$ cat src/rtl/rr_arb8_pkg.sv
// ============================================================================
// Module      : rr_arb8_pkg
// Description : Shared state encoding and requester count for rr_arb8.
// Revision    : 1.0
// ============================================================================
`default_nettype none

package rr_arb8_pkg;

    localparam int N_REQ   = 8;
    localparam int IDX_W   = 3;
    localparam int HOLD_W  = 8;

    typedef enum logic [0:0] {
        ST_IDLE  = 1'b0,
        ST_GRANT = 1'b1
    } arb_state_t;

    function automatic logic [N_REQ-1:0] onehot8(input logic [IDX_W-1:0] idx);
        return N_REQ'(1) << idx;
    endfunction

endpackage

`default_nettype wire

$ cat src/rtl/rr_arb8_prio_enc8_rr.sv
// ============================================================================
// Module      : prio_enc8_rr
// Description : Rotated priority encoder; first set request at or above ptr.
// Revision    : 1.0
// ============================================================================
`default_nettype none

module prio_enc8_rr
    import rr_arb8_pkg::*;
(
    input  logic [N_REQ-1:0] req_i,
    input  logic [IDX_W-1:0] ptr_i,
    output logic [IDX_W-1:0] winner_o,
    output logic             any_valid_o
);

    // Scan from the farthest offset down so the nearest set bit is written last.
    always_comb begin
        logic [IDX_W-1:0] idx;
        winner_o    = '0;
        any_valid_o = |req_i;
        for (int i = N_REQ - 1; i >= 0; i--) begin
            idx = ptr_i + IDX_W'(i);
            if (req_i[idx]) begin
                winner_o = idx;
            end
        end
    end

endmodule

`default_nettype wire

$ cat src/rtl/rr_arb8.sv
// ============================================================================
// Module      : rr_arb8
// Description : 8-way round-robin arbiter with hold limit and timeout pulse.
// Revision    : 1.0
// ============================================================================
`default_nettype none

module rr_arb8
    import rr_arb8_pkg::*;
#(
    parameter int MAX_HOLD = 16
) (
    input  logic             clk_i,
    input  logic             rst_i,
    input  logic [N_REQ-1:0] req_i,
    input  logic             done_i,
    output logic [N_REQ-1:0] grant_o,
    output logic [IDX_W-1:0] grant_idx_o,
    output logic             grant_valid_o,
    output logic             timeout_o
);

    localparam logic [HOLD_W-1:0] HOLD_LAST = HOLD_W'(MAX_HOLD - 1);

    arb_state_t        state_q,  state_d;
    logic [IDX_W-1:0]  ptr_q,    ptr_d;
    logic [HOLD_W-1:0] hold_q,   hold_d;
    logic [N_REQ-1:0]  grant_q,  grant_d;
    logic [IDX_W-1:0]  idx_q,    idx_d;
    logic              valid_q,  valid_d;
    logic              tmo_q,    tmo_d;

    logic [IDX_W-1:0]  enc_winner;
    logic              enc_any;
    logic              hold_hit;
    logic              holder_drop;

    prio_enc8_rr u_enc (
        .req_i       (req_i),
        .ptr_i       (ptr_q),
        .winner_o    (enc_winner),
        .any_valid_o (enc_any)
    );

    assign hold_hit    = (hold_q == HOLD_LAST);
    assign holder_drop = ~req_i[idx_q];

    always_comb begin
        state_d = state_q;
        ptr_d   = ptr_q;
        hold_d  = hold_q;
        grant_d = grant_q;
        idx_d   = idx_q;
        valid_d = valid_q;
        tmo_d   = 1'b0;

        case (state_q)
            ST_IDLE: begin
                if (enc_any) begin
                    state_d = ST_GRANT;
                    grant_d = onehot8(enc_winner);
                    idx_d   = enc_winner;
                    valid_d = 1'b1;
                    ptr_d   = enc_winner + IDX_W'(1);
                    hold_d  = '0;
                end
            end
            ST_GRANT: begin
                if (done_i || holder_drop || hold_hit) begin
                    state_d = ST_IDLE;
                    grant_d = '0;
                    idx_d   = '0;
                    valid_d = 1'b0;
                    hold_d  = '0;
                    // Pulse only when the limit is the sole reason for release.
                    tmo_d   = hold_hit && !done_i && !holder_drop;
                end else begin
                    hold_d  = hold_q + HOLD_W'(1);
                end
            end
            default: begin
                state_d = ST_IDLE;
                grant_d = '0;
                idx_d   = '0;
                valid_d = 1'b0;
                hold_d  = '0;
            end
        endcase
    end

    always_ff @(posedge clk_i or posedge rst_i) begin
        if (rst_i) begin
            state_q <= ST_IDLE;
            ptr_q   <= '0;
            hold_q  <= '0;
            grant_q <= '0;
            idx_q   <= '0;
            valid_q <= 1'b0;
            tmo_q   <= 1'b0;
        end else begin
            state_q <= state_d;
            ptr_q   <= ptr_d;
            hold_q  <= hold_d;
            grant_q <= grant_d;
            idx_q   <= idx_d;
            valid_q <= valid_d;
            tmo_q   <= tmo_d;
        end
    end

    assign grant_o       = grant_q;
    assign grant_idx_o   = idx_q;
    assign grant_valid_o = valid_q;
    assign timeout_o     = tmo_q;

endmodule

`default_nettype wire

$ cat config.mk
export PLATFORM = sky130hd
export DESIGN_NAME = rr_arb8
export DESIGN_NICKNAME = d
export VERILOG_FILES = /design/src/rtl/rr_arb8_pkg.sv /design/src/rtl/rr_arb8_prio_enc8_rr.sv /design/src/rtl/rr_arb8.sv
export SDC_FILE = /design/constraint.sdc
export NUM_CORES = 1
export LEC_CHECK = 0
export ABC_AREA = 1
export CORE_AREA = 4 4 67 69
export DETAILED_ROUTE_END_ITERATION = 7
export DIE_AREA = 0 0 71 73
export PLACE_DENSITY = 0.71
export REMOVE_ABC_BUFFERS = 1
export SLEW_MARGIN = 20
export SYNTH_ARGS = -nofsm -noshare
export SYNTH_HDL_FRONTEND = slang
export SYNTH_SLANG_ARGS = --single-unit
$ cat constraint.sdc
create_clock -name clk_i -period 4.6 [get_ports clk_i]
set_input_delay 0.69 -clock clk_i [delete_from_list [all_inputs] [get_ports clk_i]]
set_output_delay 0.69 -clock clk_i [all_outputs]
set_load 0.02 [all_outputs]
== Yosys cells after proc, flatten, opt, wreduce, memory -nomap -nowiden ==
Cells that the tools add are included.

* Register bits: 25
* Bits of input ports: 11
* Output and inout port bits: 13
* Word-level logic and storage cells: 82

* Add/sub/neg operators: 9
* Order comparisons: 9
* Equality and inequality tests: 3
* Shift operators: 1
* Multiplexer cells: 43
* Bitwise gates (word level): 2
* Reduce and logical (&&, ||, !) cells: 8

{| class="wikitable"
|+ Operator list
! cell !! number
|-
| less-than comparator 3 x 4 -> 1 bit, second input constant || 9
|-
| two-way mux 8 bit || 4
|-
| one-hot mux 8 bit (2 select lines) || 2
|-
| two-way mux 3 bit || 10
|-
| binary-select mux 1 bit (select 3 bit) || 9
|-
| two-way mux 1 bit || 15
|-
| adder 3 bit, second input constant || 4
|-
| adder 8 x 1 -> 8 bit, second input constant || 1
|-
| == test 8 x 4 -> 1 bit, second input constant || 1
|-
| OR reduction 8 bit || 1
|-
| left shift 1 x 3 -> 8 bit, first input constant || 1
|-
| adder 3 x 1 -> 3 bit, second input constant || 2
|-
| adder 3 x 2 -> 3 bit, second input constant || 2
|-
| one-hot mux 3 bit (2 select lines) || 1
|-
| one-hot mux 1 bit (2 select lines) || 2
|-
| AND reduction 2 bit || 2
|-
| logical AND 1 bit || 2
|-
| logical OR 1 bit || 2
|-
| inequality test 2 x 1 -> 1 bit, second input constant || 1
|-
| inequality test 2 bit, second input constant || 1
|-
| inverter 1 bit || 2
|-
| zero test 1 bit || 1
|}

== Depth between registers and ports, before layout ==
* Depth in word-level cells: 14
* Mapped depth: 23
* Mapped depth without buffers: 21

== By module ==
Synthesis repeated with hierarchy kept, for this count alone.

* Cells, all modules: 281
* Area, all modules: 1978.1 um2

{| class="wikitable"
|+ Modules (own cells, without submodules)
! module !! instances !! cells an instance !! area each (um2) !! seq. area each (um2)
|-
| rr_arb8 || 1 || 152 || 1290.0 || 625.6
|-
| prio_enc8_rr || 1 || 129 || 688.2 || 0.0
|}

== Least setup slack after synthesis ==
No wires, ideal clock.

* Kind: reg2reg
* From: register ptr_q[1]
* To: register ptr_q[2]
* Library setup time: 0.133 ns
* Arrival: 2.461 ns
* Data required time: 4.467 ns
* Path slack: 2.006 ns
* Stages on the path, launching flop included: 21
* Buffers on the path: 2
* Period minus slack after synthesis: 2.594 ns
* Cells stage by stage: dfrtp_1 -> buf_4 -> inv_2 -> ha_1 -> buf_2 -> inv_2 -> nand3_1 -> nand3_1 -> nand2_2 -> a21oi_1 -> nand3_1 -> nand2_1 -> nand2_1 -> nand2_1 -> nand2_1 -> nand2_1 -> inv_2 -> ha_1 -> ha_1 -> nand2_1 -> o21ai_0

* Cells in the longest elaborated chain, start to end: 12
* Elaborated cells between the ends (all ways): 32
* Classes of those cells: add/sub: 8; mux: 24

{| class="wikitable"
|+ Ends and longest elaborated chain
! what !! RTL line !! RTL
|-
| start, declared || rr_arb8.sv:26 || <nowiki>logic [IDX_W-1:0] ptr_q, ptr_d;</nowiki>
|-
| start signal, assigned || rr_arb8.sv:102 || <nowiki>ptr_q <= ptr_d;</nowiki>
|-
| adder 3 bit || rr_arb8_prio_enc8_rr.sv:23 || <nowiki>idx = ptr_i + IDX_W'(i);</nowiki>
|-
| binary-select mux 1 bit (select 3 bit) || rr_arb8_prio_enc8_rr.sv:24 || <nowiki>if (req_i[idx]) begin</nowiki>
|-
| two-way mux 1 bit (not written as such) || rr_arb8_prio_enc8_rr.sv:24 ||
|-
| two-way mux 3 bit (7 in series) || rr_arb8_prio_enc8_rr.sv:24 ||
|-
| two-way mux 3 bit * || rr_arb8_prio_enc8_rr.sv:24 ||
|-
| adder 3 x 1 -> 3 bit * || rr_arb8.sv:64 || <nowiki>ptr_d = enc_winner + IDX_W'(1);</nowiki>
|}

Every way passes the cells marked *; elsewhere a longest branch is shown, timed or not. The select of a mux whose other input is x is not followed.
A chain may end at the register's enable or synchronous reset.

== Final worst setup path ==
Same ends and word-level chain as after synthesis.

==> impl_metrics.yaml <==
logic_synthesis:
  asyncSetResetFlopFracSynth_pct: 100
  ys_seq_elements: 25
  syn-cell-area_mm2: 0.00188
  post_synth.cell_area_avg_um2: 6.90
  synthCells: 272
  synth_top_area_share_pct: 33.3
  dominantRegCellSynth: "dfrtp_1"
  synth.largest_area_cell: "dfrtp_1"
  ys_warn_count: 0
  leading_cell_types_by_total_area_after_synthesis: "dfrtp_1 (33%), nand2_1 (18%), nand3_1 (10%)"
  synth-seq-area-share_pct: 33.3
  synth_edf_count: 0
  post_synth_num_cell_types: 31
setup_path:
  critPathCaptureType: "register"
  critPathKind: "reg2reg"
  crit_path_top_delay_cell: "dfrtp_1"
  path_delay_family: "adder cells"
  cp_max_fo: 9
  critPathMostFrequentCell: "nand2_1"
  worst-path-buf-inv: 4
  critical_path.startpoint_type: "register"
  chain_of_cells_forming_the_critical_path: "inv_2, ha_1, inv_2, nand3_1, nand3_1, nand2_2, inv_2, nand3_1, nand3_1, nand2_1, nand2_1, nand2_1, nand2_1, nand2_1, inv_2, ha_1, ha_1, nand2_1, o21ai_0"
  worstPathRequired_ns: 4.73
  max_stage_delay_ns: 0.58
  worst_ep_arrival_time_ns: 3.13
job:
  drv_cap: 0
sta:
  layout_skew_ns: 0.00290
  grt_setup_unrepaired: "false"
  worst-slew-pin-transition_ns: 0.922
  finalHoldViolCount: 0
  post-route-period-util_pct: 65.2
  max_clock_freq_ghz: 0.333
  final-max-slew-violation-count: 0
  period_needed_ns: 3.00
  setup_viol_count_final: 0
  relSlewSlack_pct: 38.5
  fin_ws_ns: 1.60
  setup_total_negative_slack_ns: 0
cts:
  numCtsBuffers: 3
  clock_sinks: 25
  cts-htree-levels: 1
  cts_tree: "built"
  clk_path_buf_depth: 2
  cts_post_setup_buffers_inserted: 0
  clk_slew_on_worst_s_h_paths_ns: 0.09
  cts_root_buffer: "clkbuf_8"
  cts-resized-gates: 0
  clock_latency_reported_for_the_late_side_of_the_worst_skew_pair_ns: 0.27
  cts.hold.buffers_added: 0
routing:
  dr_total_vias: 1805
  vias_per_cell: 5.26
  antenna_violation_net_count_after_detailed_routing: 0
  drtIter0Drc: 112
  detail_route.first_pass.iterations: 4
  drc: 0
  wire_per_inst_um: 12.8
  drt_wl_total_mm: 4.40
global_route:
  globalRouteMet2Util_pct: 28.8
  grtUsageMet3_pct: 3.58
  grt_remaining_overflow: 0
  first_pass_grt_wire_length_mm: 7.41
  globalRouteMet1Util_pct: 22.7
  first_global_vias: 1717
  grt_busiest_layer: "met2"
  track_usage_pct: 17.8
  grt_max_degree: 26
  grt_antenna_before_repair: 0
status:
  outcome: "completed"
layout:
  diodes: 0
  finish.utilization_pct: 55.5
  final_layout_size_suffix_gt1_share_pct: 11.3
  finalNetCount: 313
  layout-area-overhead-vs-synth_pct: 15.7
floorplanning:
  die_h_um: 73
  rows: 23
  die_area_mm2: 0.00518
  pin_count: 24
  placeable_core_region_mm2: 0.00391
  fp.dieW_um: 71
  floorplan.initialDensity_pct: 48.0
placed_design:
  post_dp_hpwl_mm: 3.40
  dp_worst_setup_slack_ns: 1.55
  buffer_ports.inserted: 23
  gp_congestion: 0.899
hold_path:
  type_of_the_tightest_min_delay_check: "reg2reg"
-- cells by family after synthesis --
group           after synthesis  share of synthesized area, %
buf+inv                      40                          9.27
flops                        25                          33.3
xor+xnor                      8                          4.13
simple gates                165                          39.4
fa+ha+maj                     8                          5.33
compound gates               26                          8.53
-- cell usage in the layout (no fill, tap or decap), drive strengths merged --
cell type / n
o22ai: 3
dfrtp: 25
nand3: 44
xnor2: 2
clkbuf: 3
a21oi: 5
inv: 34
nand2: 97
o21ai: 14
o21bai: 1
a22o: 1
nand4: 2
nor2: 17
clkdlybuf4s50: 23
xor2: 6
nor3: 1
clkinvlp: 1
nor4: 2
o211ai: 1
ha: 8
o21a: 1
and3: 1
nor3b: 1
-- worst paths after layout --
check / cells after the start / from / slack (ns) / end
max in group asynchronous: 2 / rst_i / 3.13 / ptr_q[2]$_DFFE_PP0P_
worst max-delay path: 19 / ptr_q[1]$_DFFE_PP0P_ / 1.60 / ptr_q[2]$_DFFE_PP0P_
min in group asynchronous: 2 / rst_i / 0.91 / hold_q[1]$_DFFE_PP0P_
worst min register to register: 2 / grant_valid_o$_DFFE_PP0P_ / 0.48 / grant_valid_o$_DFFE_PP0P_
worst min-delay path: 2 / grant_valid_o$_DFFE_PP0P_ / 0.48 / grant_valid_o$_DFFE_PP0P_
worst max register to register: 19 / ptr_q[1]$_DFFE_PP0P_ / 1.60 / ptr_q[2]$_DFFE_PP0P_
-- state kept, by name, indices dropped and copies added (netlist names) --
name and flops:
state_q 1, ptr_q 3, grant_o 8, grant_valid_o 1
hold_q 8, grant_idx_o 3, timeout_o 1
-- routing by layer --
metal  share of wire [%]  routed length [um]  vias to the layer above
met1                  46                2040                      818
met5                   0                   0                        -
met3                 5.1                 223                       17
met4                 3.2                 141                        0
met2                  45                1990                       55
li1                    -                   -                      915
-- worst reg2reg max path: cells and delay by family, from the launching register on --
kind            cells  cell delay (ns)
fa+ha+maj           3             0.94
simple gates       11             0.88
flops               1             0.58
buf+inv             4             0.39
compound gates      1             0.07
-- metrics by stage --
stage | instances | hold WS, ns | instance area, um^2
after global routing | 343 | 0.511 | 2170
after detailed placement | 339 | 0.460 | 2120
final | 343 | 0.480 | 2170
after floorplan | 266 | 0.510 | 1830
after CTS | 343 | 0.485 | 2170
after global placement | 339 | 0.468 | 2120
-- Yosys cell counts, drive strengths merged, types with 3 or more instances --
| master | number |
|---|---|
| nand2 | 97 |
| nand3 | 44 |
| inv | 34 |
| dfrtp | 25 |
| nor2 | 17 |
| o21ai | 14 |
| ha | 8 |
| xor2 | 6 |
| a21oi | 5 |
| buf | 5 |
| o22ai | 3 |
-- final cells by class --
type | count | area (um^2)
Sequential cell | 25 | 626
Clock inverter | 1 | 7.51
Tap cell | 50 | 62.6
Multi-Input combinational cell | 207 | 1080
Timing Repair Buffer | 23 | 230
Clock buffer | 3 | 41.3
Inverter | 34 | 128
Fill cell | 392 | 1740
Power is left out: the tool's default activity adds up to more than one toggle a clock period on the data nets, which glitch-free logic cannot reach.
